**config.mk**
```make
export PLATFORM = sky130hd
export DESIGN_NAME = crc_frame_check
export DESIGN_NICKNAME = d
export VERILOG_FILES = /design/src/rtl/crc_frame_check.sv
export SDC_FILE = /design/constraint.sdc
export NUM_CORES = 1
export LEC_CHECK = 0
export BUFFER_PORTS_ARGS = -buffer_cell sky130_fd_sc_hd__buf_2
export CAP_MARGIN = 20
export CORE_MARGIN = 2
export CORE_UTILIZATION = 25
export DETAILED_ROUTE_END_ITERATION = 16
export PLACE_DENSITY = 0.47
export SYNTH_ARGS = -nofsm -noshare
export SYNTH_HDL_FRONTEND = slang
export SYNTH_SLANG_ARGS = --single-unit
```
**constraint.sdc**
```tcl
create_clock -name clk_i -period 3.8 [get_ports clk_i]
set_clock_uncertainty 0.1 [all_clocks]
set_input_delay 0.57 -clock clk_i [delete_from_list [all_inputs] [get_ports clk_i]]
set_output_delay 0.57 -clock clk_i [all_outputs]
set_load 0.02 [all_outputs]
```
**src/rtl/crc_frame_check.sv**
```systemverilog
// Receive-side CRC checker: divides a framed byte stream (payload || CRC16, high
// byte first) bit-serially by POLY and reports pass/fail, remainder and length.
module crc_frame_check #(
  parameter logic [16:0] POLY    = 17'h11021,
  parameter logic [15:0] INIT    = 16'h0000,
  parameter int unsigned MIN_LEN = 3
) (
  input  logic        clk_i,
  input  logic        rst_ni,
  input  logic [7:0]  data_i,
  input  logic        valid_i,
  input  logic        last_i,
  output logic        ready_o,
  output logic        done_o,
  output logic        crc_ok_o,
  output logic        crc_err_o,
  output logic [15:0] rem_o,
  output logic [15:0] len_o
);

  localparam logic [15:0] MIN_LEN16 = 16'(MIN_LEN);
  localparam logic [15:0] LEN_MAX   = '1;

  typedef enum logic [1:0] {
    IDLE,
    SHIFT,
    DONE
  } state_t;

  state_t      state;
  logic [7:0]  byte_q;
  logic        last_q;
  logic [2:0]  bit_idx;
  logic [15:0] rem;
  logic [15:0] cnt;
  logic [15:0] rem_next;
  logic        accept;
  logic        frame_ok;

  assign accept   = valid_i && ready_o;
  assign frame_ok = (rem == '0) && (cnt >= MIN_LEN16);

  // One step of augmented long division; the feedback bit is the x^16 term.
  always_comb begin
    rem_next = {rem[14:0], byte_q[bit_idx]};
    if (rem[15]) begin
      rem_next = rem_next ^ POLY[15:0];
    end
  end

  always_ff @(posedge clk_i or negedge rst_ni) begin
    if (!rst_ni) begin
      state     <= IDLE;
      byte_q    <= '0;
      last_q    <= 1'b0;
      bit_idx   <= '0;
      rem       <= INIT;
      cnt       <= '0;
      ready_o   <= 1'b1;
      done_o    <= 1'b0;
      crc_ok_o  <= 1'b0;
      crc_err_o <= 1'b0;
      rem_o     <= '0;
      len_o     <= '0;
    end else begin
      case (state)
        IDLE: begin
          done_o <= 1'b0;
          if (accept) begin
            byte_q  <= data_i;
            last_q  <= last_i;
            bit_idx <= 3'd7;
            if (cnt != LEN_MAX) begin
              cnt <= cnt + 16'd1;
            end
            ready_o <= 1'b0;
            state   <= SHIFT;
          end
        end
        SHIFT: begin
          rem     <= rem_next;
          bit_idx <= bit_idx - 3'd1;
          if (bit_idx == 3'd0) begin
            if (last_q) begin
              done_o <= 1'b1;
              state  <= DONE;
            end else begin
              ready_o <= 1'b1;
              state   <= IDLE;
            end
          end
        end
        DONE: begin
          done_o    <= 1'b0;
          crc_ok_o  <= frame_ok;
          crc_err_o <= !frame_ok;
          rem_o     <= rem;
          len_o     <= cnt;
          rem       <= INIT;
          cnt       <= '0;
          ready_o   <= 1'b1;
          state     <= IDLE;
        end
        default: begin
          done_o  <= 1'b0;
          ready_o <= 1'b1;
          state   <= IDLE;
        end
      endcase
    end
  end

endmodule

```
Yosys cells after proc, flatten, opt, wreduce, memory -nomap -nowiden
Index checks and enable logic that the tools add are counted.

Register bits: 82. Bits of input ports: 12. Output and inout port bits: 36.

Add/sub/neg operators: 2. $lt $le $gt $ge: 2. Equal/unequal tests: 8. Multiplexer cells: 20. Bitwise logic cells: 1. Reductions and logical operators: 15.

Operators with widths (count): one-hot mux 16 bit (2 select lines) (2); two-way mux 16 bit (2); adder 16 x 1 -> 16 bit, second input constant (1); >= comparator 16 x 2 -> 1 bit, second input constant (1); zero test 16 bit (1); != test 16 bit, second input constant (1); two-way mux 13 bit (1); != test 2 bit, second input constant (5); AND reduction 2 bit (4); two-way mux 1 bit (7); two-way mux 2 bit (3); one-hot mux 3 bit (2 select lines) (1); AND reduction 3 bit (2); nonzero test 2 bit (3); less-than comparator 3 x 4 -> 1 bit, second input constant (1); one-hot mux 2 bit (2 select lines) (1); binary-select mux 1 bit (select 3 bit) (1); zero test 3 bit (1); two-way mux 3 bit (1); inverter 3 bit (1); subtractor 3 x 1 -> 3 bit, second input constant (1); == test 2 x 1 -> 1 bit, second input constant (1); == test 2 bit, second input constant (1); logical AND 1 bit (2); other kinds (3) (3).

Logic depth before layout (Yosys ltp)
Gate-level depths: netlist of run 1.

Depth in word-level cells: 5. Mapped depth: 8. Gate-level depth less buffers: 7.

Worst setup path before layout of run 1
No wires, ideal clock.

Path type: register -> register. Start point: reg cnt[0]. End point: reg cnt[13]. Library setup time: 0.066 ns. Arrival: 1.927 ns. Required time: 3.634 ns. Slack: 1.707 ns. Cell stages (with the launch flop): 8. Path through: dfrtp_1 ha_1 and3_4 nand4_2 buf_6 o211a_4 or4_1 nand2_1.

Word-level cells in the longest chain between the ends: 4.

RTL lines: start, declared (line 35) `logic [15:0] cnt;`; start signal, assigned (line 74) `cnt <= cnt + 16'd1;`; adder 16 x 1 -> 16 bit (line 74); two-way mux 16 bit (line 73) `if (cnt != LEN_MAX) begin`; two-way mux 16 bit (line 69) `if (accept) begin`; one-hot mux 16 bit (2 select lines) (line 66) `case (state)`.

Parallel ways exist; a longest one is shown, timed or not. The select of a mux whose other input is x is not followed. A chain may end at the register's enable or synchronous reset.

Worst setup path after layout of run 1
Start point: reg state[0]. End point: reg cnt[9].

Word-level cells in the longest chain between the ends: 3.

RTL lines: start, declared (line 30) `state_t state;`; start signal, assigned (line 53) `state <= IDLE;`; start signal, assigned (line 77) `state <= SHIFT;`; start signal, assigned (line 86) `state <= DONE;`; == test 2 bit / zero test 2 bit (equally long branches) (line 66); nonzero test 2 bit (no line) / != test 2 bit (equally long branches); AND reduction 3 bit (no line).

Parallel ways exist; a longest one is shown, timed or not.

==> summary.md, run 1 <==
| Metric | Value |
|---|---|
| Outcome | finished clean |
| Crit path launch type | register |
| Worst min path class | primary input to register |
| Post-synthesis cell type count | 47 |
| XOR/XNOR Fraction of Synth Area | 0.0162 |
| Sw power | 355 uW |
| Synth-to-Final Area Change | 18.9% |
| Ys Warns | 0 |
| Multiplexer share of the synthesized area | 0.113 |
| Synth Area in Compound Gates | 0.116 |
| Max_cap viols | 0 |
| Ports placed on the boundary | 48 |
| Mapped cell area | 3780 um2 |
| Die X | 127 um |
| Die height | 127 um |
| Combinational share of power | 0.016 |
| Hold_sp | data_i[5] |
| Fin crit share | 0.664 |
| EDFF count, synth | 0 |
| Worst hold stages | 3 |
| Htree depth | 3 |
| Ys async rst share | 1.00 |
| ANT nets after route | 0 |
| Max Buffers Root-to-Sink | 2 |
| Worst-path fanout max | 25 |
| Share of layout cells above drive strength 1 | 0.300 |
| Vias in the first global route | between 2000 and 3000 |
| R2R Path Start | state[0] |
| DP Wirelength | just under 6000 um |
| Vias per cell | 4.79 |
| CTS tree | built |
| Unrepaired setup endpoints after global routing | no |
| Ys flop type | dfrtp_1 |
| Drt drc | 0 |
| Critical Path End Type | register |
| Lkg Pwr | 0.00216 uW |
| Largest net degree at the start of global routing | 83 |
| Slew Limit Fails | 0 |
| Adder-cell share of the synthesized area | 0.0232 |
| Pre-Repair DR Iteration Count | 4 |
| Post-synth net total | approximately 360 |
| Sw Ratio | 0.212 |
| Sequential Power Share | 0.523 |
| Wire per inst | around 15 um |
| Slew @ Worst Pin | roughly 0.88 ns |
| Clock root cell | clkbuf_16 |
| Core Footprint | 14600 um2 |
| DR vias | 2734 |
| Reg2reg path depth | 6 |
| Dpl cell area | approximately 4200 um2 |
| Worst path arrival time | 2.69 ns |
| Maximum vdd ir drop | 0.208 mV |
| Worst hold endpoint | byte_q[5] |
| Syn_area_per_cell | 11.2 um2 |
| Post-layout instance area | ~4500 um2 |
| Critical R2R Capture | cnt[9] |
| # diodes | 0 |
| Commonest non-fill, non-tap cell in the layout | dfrtp_1 |
| Req. time, crit path | 3.96 ns |
| Synth Area in Simple Gates | 0.159 |
| Total CTS buffers | 9 |
| Internal Power | 1320 uW |
| Post-layout min period | 2.52 ns |
| Initial Util | 0.258 |
| Cell Pwr Density | ~370 nW/um2 |
| Setup bufs post-CTS | 0 |
| Slew HR | 0.416 |
| Synthesized flop and latch total | 82 |
| Most frequent cells in the layout | dfrtp_1, buf_2, nand2_1, mux2_2, nor2b_1 |
| Tot GR Track Use | 0.115 |
| Final Hold Viols | 0 |
| Setup CP Type | register to register |
| Die Area | between 15000 and 20000 um2 |
| Total congestion overflow | 0 |
| Wirelength, routed | 8680 um |
| # setup viols final | 0 |
| Initial antenna violation count | 0 |
| Clock share of power | 0.461 |
| Global-route wire length before repair | 14500 um |
| Flop2flop setup slack | 1.28 ns |
| Main combinational cell family by area after synthesis | simple AND/OR/NAND/NOR gates |
| Buffers on Ports | between 40 and 50 |
| Fin Setup TNS | 0 ns |
| FP Rows | 44 |
| Mapped Cells | 336 |
| Post-layout nets | 403 |
| Placer Congestion | 0.798 |
| Skew-Pair Late Insertion Delay | roughly 0.35 ns |
| Peak Freq | 396 MHz |
| Seq/Total Area, Yosys | 0.544 |
| Tot Pwr | between 1500 and 2000 uW |
| Sink Count | 82 |
| Drt first-iter violations | 121 |
| Worst-path clk slew | 0.06 ns |
[sequential cells by signal, indices dropped and copies added (netlist names)]
signal,count
ready_o,1
bit_idx,3
done_o,1
byte_q,8
rem,16
crc_ok_o,1
cnt,16
last_q,1
state,2
crc_err_o,1
rem_o,16
len_o,16
[metrics by stage]
step           instances  hold slack, ns   util  setup WS (ns)
2_1_floorplan        336           0.174      -           1.71
3_3_place_gp         555           0.358  0.287           1.36
3_5_place_dp         555           0.363  0.287           1.27
4_1_cts              569           0.302  0.304           1.24
5_1_grt              571           0.322  0.307           1.07
6_report             571           0.310  0.307           1.28
[kinds of logic (layout without fill, tap and decap cells)]
| kind of cell | after synthesis | count (layout) |
|---|---|---|
| AOI/OAI and AO/OA | 63 | 63 |
| xor gates and xnor gates | 7 | 7 |
| adders and majority gates | 7 | 7 |
| buffers and inverters | 26 | 77 |
| DFF | 82 | 82 |
| muxes | 36 | 36 |
| and+or+nand+nor | 115 | 115 |
[final cells by class]
cell class / count / area, um2
clock buffers: 11 / 233
clock inverters: 3 / 18.8
fillers: 1527 / 10200
inverters: 11 / 41.3
multi-input cells: 228 / 1620
flip-flops and latches: 82 / 2050
well taps: 184 / 230
repair buffers: 52 / 298
[per-layer routing]
layer / track usage / vias up / wire length (um)
met5: 0 / - / 0
met4: 0.0549 / 0 / 203
met3: 0.0299 / 18 / 356
met2: 0.181 / 78 / 4090
met1: 0.147 / 1320 / 4030
li1: - / 1318 / -
[cell usage after synthesis, types with 6 or more instances]
cell type / instances / area [um2]
ha_1: 7 / 87.6
nand3_1: 11 / 55.1
dfrtp_1: 81 / 2030
nor2_1: 9 / 33.8
nor2b_1: 14 / 87.6
nand4_1: 7 / 43.8
a21oi_1: 11 / 55.1
mux2_2: 33 / 372
o21ai_0: 13 / 65.1
a31o_2: 12 / 105
xnor2_1: 6 / 52.6
nand2_1: 44 / 165
inv_1: 10 / 37.5
nor4_1: 9 / 56.3
clkbuf_1: 10 / 37.5
[what timing repair did]
| item | 4_1_cts | 5_1_grt |
|---|---|---|
| hold buffers | 0 | 1 |
| setup endpoints to repair | 0 | 0 |
| hold endpoints to repair | 0 | 10 |
| resized for setup | 0 | 0 |
[power groups by stage]
stage,Combinational [uW],Clock [uW],Sequential [uW]
4_1_cts,24.8,796,873
6_report,27.3,769,873
3_5_place_dp,24.8,0,889
5_1_grt,32.0,830,873
3_3_place_gp,24.6,0,889
2_1_floorplan,0.330,0,889
[critical path, stage by stage (launching register included)]
cell	delay (ns)
dfrtp_1	0.39
inv_1	0.12
ha_2	0.58
nand2b_1	0.30
a21boi_1	0.26
or4_1	0.53
a21oi_1	0.16
[worst max path at each step]
| stage | slack (ns) | start | cells past startpoint | endpoint |
|---|---|---|---|---|
| 2_1_floorplan | 1.71 | cnt[0] | 7 | cnt[13] |
| 3_3_place_gp | 1.36 | state[0] | 6 | cnt[9] |
| 3_5_place_dp | 1.27 | state[0] | 6 | cnt[9] |
| 4_1_cts | 1.24 | state[0] | 6 | cnt[9] |
| 5_1_grt | 1.07 | state[0] | 6 | cnt[9] |
| 6_report | 1.28 | state[0] | 6 | cnt[9] |
(Power assumes the default switching activity.)
==> run 2: changes to the inputs <==
clock period = 2.4 ns   (was 3.8 ns; I/O delays follow)
==> summary.md, run 2 (synthesized netlist as in run 1, its figures left out) <==
| Metric | Value |
|---|---|
| Dpl cells | 565 |
| Cell Pwr Density | between 600 and 700 nW/um2 |
| Worst-path clk slew | 0.06 ns |
| Total congestion overflow | 0 |
| Share of layout cells above drive strength 1 | 0.329 |
| Setup CP Type | register to register |
| Wire per inst | about 15 um |
| Critical Path End Type | register |
| FP Rows | 44 |
| Drt drc | 0 |
| Total CTS buffers | 9 |
| Combinational share of power | 0.014 |
| Placement Setup Slack | around 0.15 ns |
| Sink Count | 82 |
| Pre-Repair DR Iteration Count | 4 |
| DP Wirelength | between 6000 and 7000 um |
| Max_cap viols | 0 |
| Sw power | ~590 uW |
| Initial antenna violation count | 0 |
| Post-layout nets | 412 |
| Drt first-iter violations | 157 |
| Worst path arrival time | 2.43 ns |
| Core Footprint | 14600 um2 |
| Die height | 127 um |
| Skew-Pair Late Insertion Delay | ~0.34 ns |
| Htree depth | 3 |
| Vias in the first global route | 2855 |
| # setup viols final | 0 |
| Final Hold Viols | 0 |
| Wirelength, routed | 8710 um |
| Global-route wire length before repair | 14600 um |
| Tot GR Track Use | 0.117 |
| Vias per cell | ~4.8 |
| Worst min path class | primary input to register |
| # fillers | between 1500 and 2000 |
| Flop2flop setup slack | 0.15 ns |
| CTS tree | built |
| Outcome | finished clean |
| Final WS setup | 0.155 ns |
| Worst-path fanout max | 8 |
| Clock share of power | 0.530 |
| Unrepaired setup endpoints after global routing | no |
| Peak Freq | 445 MHz |
| Initial Util | 0.258 |
| Most frequent cells in the layout | dfrtp_1, buf_2, nand2_1, mux2_2, nor2b_1 |
| Die Area | 16100 um2 |
| DR vias | 2790 |
| Post-layout min period | 2.25 ns |
| Fin crit share | 0.936 |
| # diodes | 0 |
| Slew Limit Fails | 0 |
| Min Hold Slack | ~0.10 ns |
| Fin cells | 582 |
| Clock root cell | clkbuf_16 |
| Buffers on Ports | 47 |
| Slew @ Worst Pin | 0.601 ns |
| ANT nets after route | 0 |
| Req. time, crit path | 2.58 ns |
| Sw Ratio | 0.194 |
| Hold_sp | data_i[6] |
| Slew HR | 0.599 |
| Synth-to-Final Area Change | 23.2% |
| CP Launch Point | cnt[0] |
| Internal Power | about 2400 uW |
| Max Buffers Root-to-Sink | 2 |
| Maximum vdd ir drop | 0.305 mV |
| Fin Setup TNS | 0 ns |
| Setup bufs post-CTS | 0 |
| Die X | ~130 um |
| R2R Path Start | cnt[0] |
| Sequential Power Share | 0.456 |
| Placer Congestion | 0.811 |
| Largest net degree at the start of global routing | 50 |
| Crit path launch type | register |
| Ports placed on the boundary | 48 |
| Lkg Pwr | 0.00225 uW |
| Commonest non-fill, non-tap cell in the layout | dfrtp_1 |
-- run 2: timing repair --
item | CTS | global route
endpoints found under the hold margin | 32 | 0
hold buffers | 1 | 0
resized for setup | 0 | 2
setup endpoints to repair | 0 | 5
-- run 2: final cells by class --
type | count | area (um2) | share of cell area
Sequential cell | 82 | 2050 | 0.441
Inverter | 11 | 41.3 | 0.00887
Clock buffer | 10 | 239 | 0.0514
Clock inverter | 6 | 113 | 0.0242
Timing Repair Buffer | 61 | 358 | 0.0769
Multi-Input combinational cell | 228 | 1620 | 0.348
Tap cell | 184 | 230 | 0.0495
-- run 2: worst paths after layout --
| kind | to | cells past startpoint |
|---|---|---|
| worst max-delay path | cnt[13] | 6 |
| worst min-delay path | byte_q[6] | 3 |
| worst max register to register | cnt[13] | 6 |
| worst min register to register | byte_q[4] | 2 |
| max in group asynchronous | rem[8] | 3 |
| min in group asynchronous | len_o[13] | 2 |
-- run 2: power by group through the flow --
| stage | Sequential (uW) | Combinational (uW) | Clock (uW) |
|---|---|---|---|
| detailed placement | 1410 | 44.8 | 0 |
| floorplan | 1410 | 0.522 | 0 |
| global placement | 1410 | 43.7 | 0 |
| global route | 1380 | 50.4 | 1730 |
| CTS | 1380 | 46.1 | 1670 |
| finish | 1380 | 42.6 | 1600 |
-- run 2: routing by layer --
layer / GRT usage / share of wire / vias up
met1: 0.143 / 0.47 / 1394
met4: 0.0407 / 0.011 / 0
met3: 0.0409 / 0.042 / 7
met2: 0.192 / 0.48 / 55
li1: - / - / 1334
met5: 0 / 0 / -
-- run 2: worst max-delay path, stage by stage (launching register included) --
cell	delay [ns]
dfrtp_1	0.46
ha_2	0.27
and3_4	0.23
nand4_2	0.19
o211a_4	0.32
or4_1	0.51
nand2_1	0.10
-- run 2: through the flow --
step                      utilization  total power [uW]  area, um2
after floorplan                     -              1410       3780
after global placement          0.293              1450       4290
after detailed placement        0.293              1450       4290
after CTS                       0.317              3100       4650
after global routing            0.318              3160       4650
final                           0.318              3030       4650
==> run 3: changes to the inputs <==
PLACE_DENSITY = default   (was 0.47)
RECOVER_POWER = 100   (was default)
==> summary.md, run 3 (synthesized netlist as in run 1, its figures left out) <==
| Metric | Value |
|---|---|
| Ports placed on the boundary | 48 |
| Peak Freq | 452 MHz |
| Wire length on met2 | 4090 um |
| Global-route wire length before repair | 14800 um |
| Lkg Pwr | 0.00205 uW |
| Critical Path End Type | register |
| Buffers on Ports | 47 |
| Flop2flop setup slack | 0.19 ns |
| Pre-Repair DR Iteration Count | 5 |
| # fillers | 1547 |
| Slew @ Worst Pin | 1.11 ns |
| Initial Util | 0.258 |
| Final Hold Viols | 0 |
| Worst min path class | primary input to register |
| Die X | 127 um |
| Dpl cells | 569 |
| Post-layout min period | approximately 2.2 ns |
| Sink Count | slightly above 80 |
| FP Rows | 44 |
| Clock root cell | clkbuf_16 |
| Commonest non-fill, non-tap cell in the layout | dfrtp_1 |
| Worst-path clk slew | 0.07 ns |
| Die Area | 16100 um2 |
| Max incr delay on CP | approximately 0.51 ns |
| Met1 WL | 4120 um |
| DR vias | 2783 |
| Largest net degree at the start of global routing | 44 |
| Top layer in use | met4 |
| Req. time, crit path | between 2 and 3 ns |
| Tot GR Track Use | 0.115 |
| Routed wl met3 | 363 um |
| Placer Congestion | 0.846 |
| Total CTS buffers | 9 |
| Vias per cell | approximately 4.7 |
| Crit-path slowest cell | or4_1 |
| Post-layout instance area | roughly 4500 um2 |
| Max_cap viols | 0 |
| Wirelength, routed | between 8000 and 9000 um |
| Tot Pwr | 2710 uW |
| ANT nets after route | 0 |
| Total congestion overflow | 0 |
| Fin crit share | 0.923 |
| Min Hold Slack | 0.110 ns |
| Maximum vdd ir drop | 0.379 mV |
| # diodes | 0 |
| Worst-path fanout max | 8 |
| Share of layout cells above drive strength 1 | 0.231 |
| Drt drc | 0 |
| Unrepaired setup endpoints after global routing | no |
| DP Wirelength | approximately 6200 um |
| # setup viols final | 0 |
| Synth-to-Final Area Change | 19.8% |
| Vias in the first global route | about 2900 |
| Post-layout nets | 416 |
| Crit path launch type | register |
| Cell Pwr Density | 600 nW/um2 |
| Initial antenna violation count | 0 |
| Most frequent cells in the layout | dfrtp_1, nand2_1, clkbuf_1, mux2_2, nor2b_1 |
| Drt first-iter violations | 170 |
| Wire per inst | 14.8 um |
| Setup CP Type | register to register |
| Dpl cell area | 4310 um2 |
| Fin cells | 586 |
| Setup bufs post-CTS | 0 |
| Die height | 127 um |
| Slew Limit Fails | 0 |
| Skew-Pair Late Insertion Delay | about 0.34 ns |
| Worst path arrival time | 2.39 ns |
| Crit-path cells | ha_1 -> and3_4 -> nand4_2 -> o211a_4 -> or4_1 -> nand2_1 |
| Core Footprint | 14600 um2 |
| Htree depth | 3 |
| Max Buffers Root-to-Sink | 2 |
| Fin Setup TNS | 0 ns |
| CTS tree | built |
| Outcome | finished clean |
| Slew HR | 0.259 |
[run 3: changes by cell type in the layout (fill, tap and decap cells not counted), sizes merged]
| cell | before | now |
|---|---|---|
| clkbuf | 10 | 53 |
| inv | 11 | 13 |
| bufinv | 3 | 0 |
| buf | 60 | 21 |
| clkinvlp | 0 | 1 |
[run 3: final cells by class]
type,count,area [um2],share of cell area
flip-flops and latches,82,2050,0.454
multi-input cells,228,1610,0.356
repair buffers,65,310,0.0686
well taps,184,230,0.0509
clock buffers,10,229,0.0506
clock inverters,6,47.5,0.0105
inverters,11,41.3,0.00913
[run 3: through the flow]
stage | setup WS [ns] | util
2_1_floorplan | 0.307 | -
3_5_place_dp | 0.218 | 0.294
3_3_place_gp | 0.266 | 0.294
5_1_grt | 0.0141 | 0.309
4_1_cts | 0.201 | 0.314
6_report | 0.186 | 0.309
[run 3: final timing paths]
path | cells after the start | start | end
setup reg to reg | 6 | cnt[1] | cnt[15]
max in group asynchronous | 3 | rst_ni | byte_q[7]
min in group asynchronous | 2 | rst_ni | len_o[7]
setup / recovery | 6 | cnt[1] | cnt[15]
hold / removal | 3 | data_i[6] | byte_q[6]
hold reg to reg | 2 | byte_q[5] | byte_q[5]
[run 3: where the power goes]
group          total [uW]  internal (uW)  switching, uW
Sequential           1380           1380              0
Clock                1290            712            581
Combinational        39.3           8.63           30.7
Total                2710           2100            612
[run 3: per-layer routing]
metal | global-route usage | up-vias
met5 | 0 | -
met2 | 0.179 | 58
met1 | 0.156 | 1370
met3 | 0.0316 | 8
met4 | 0.0394 | 0
li1 | - | 1347
[run 3: critical path, delay by kind of cell, from the launching register on]
family,cells,cell delay (ns)
DFF,1,0.42
adders and majority gates,1,0.28
AOI/OAI and AO/OA,1,0.32
and+or+nand+nor,4,1.03
[run 3: timing repair]
item | in CTS | in global routing
resized for setup | 0 | 0
endpoints found under the hold margin | 41 | 0
hold buffers | 1 | 0
endpoints found under the setup margin | 0 | 0
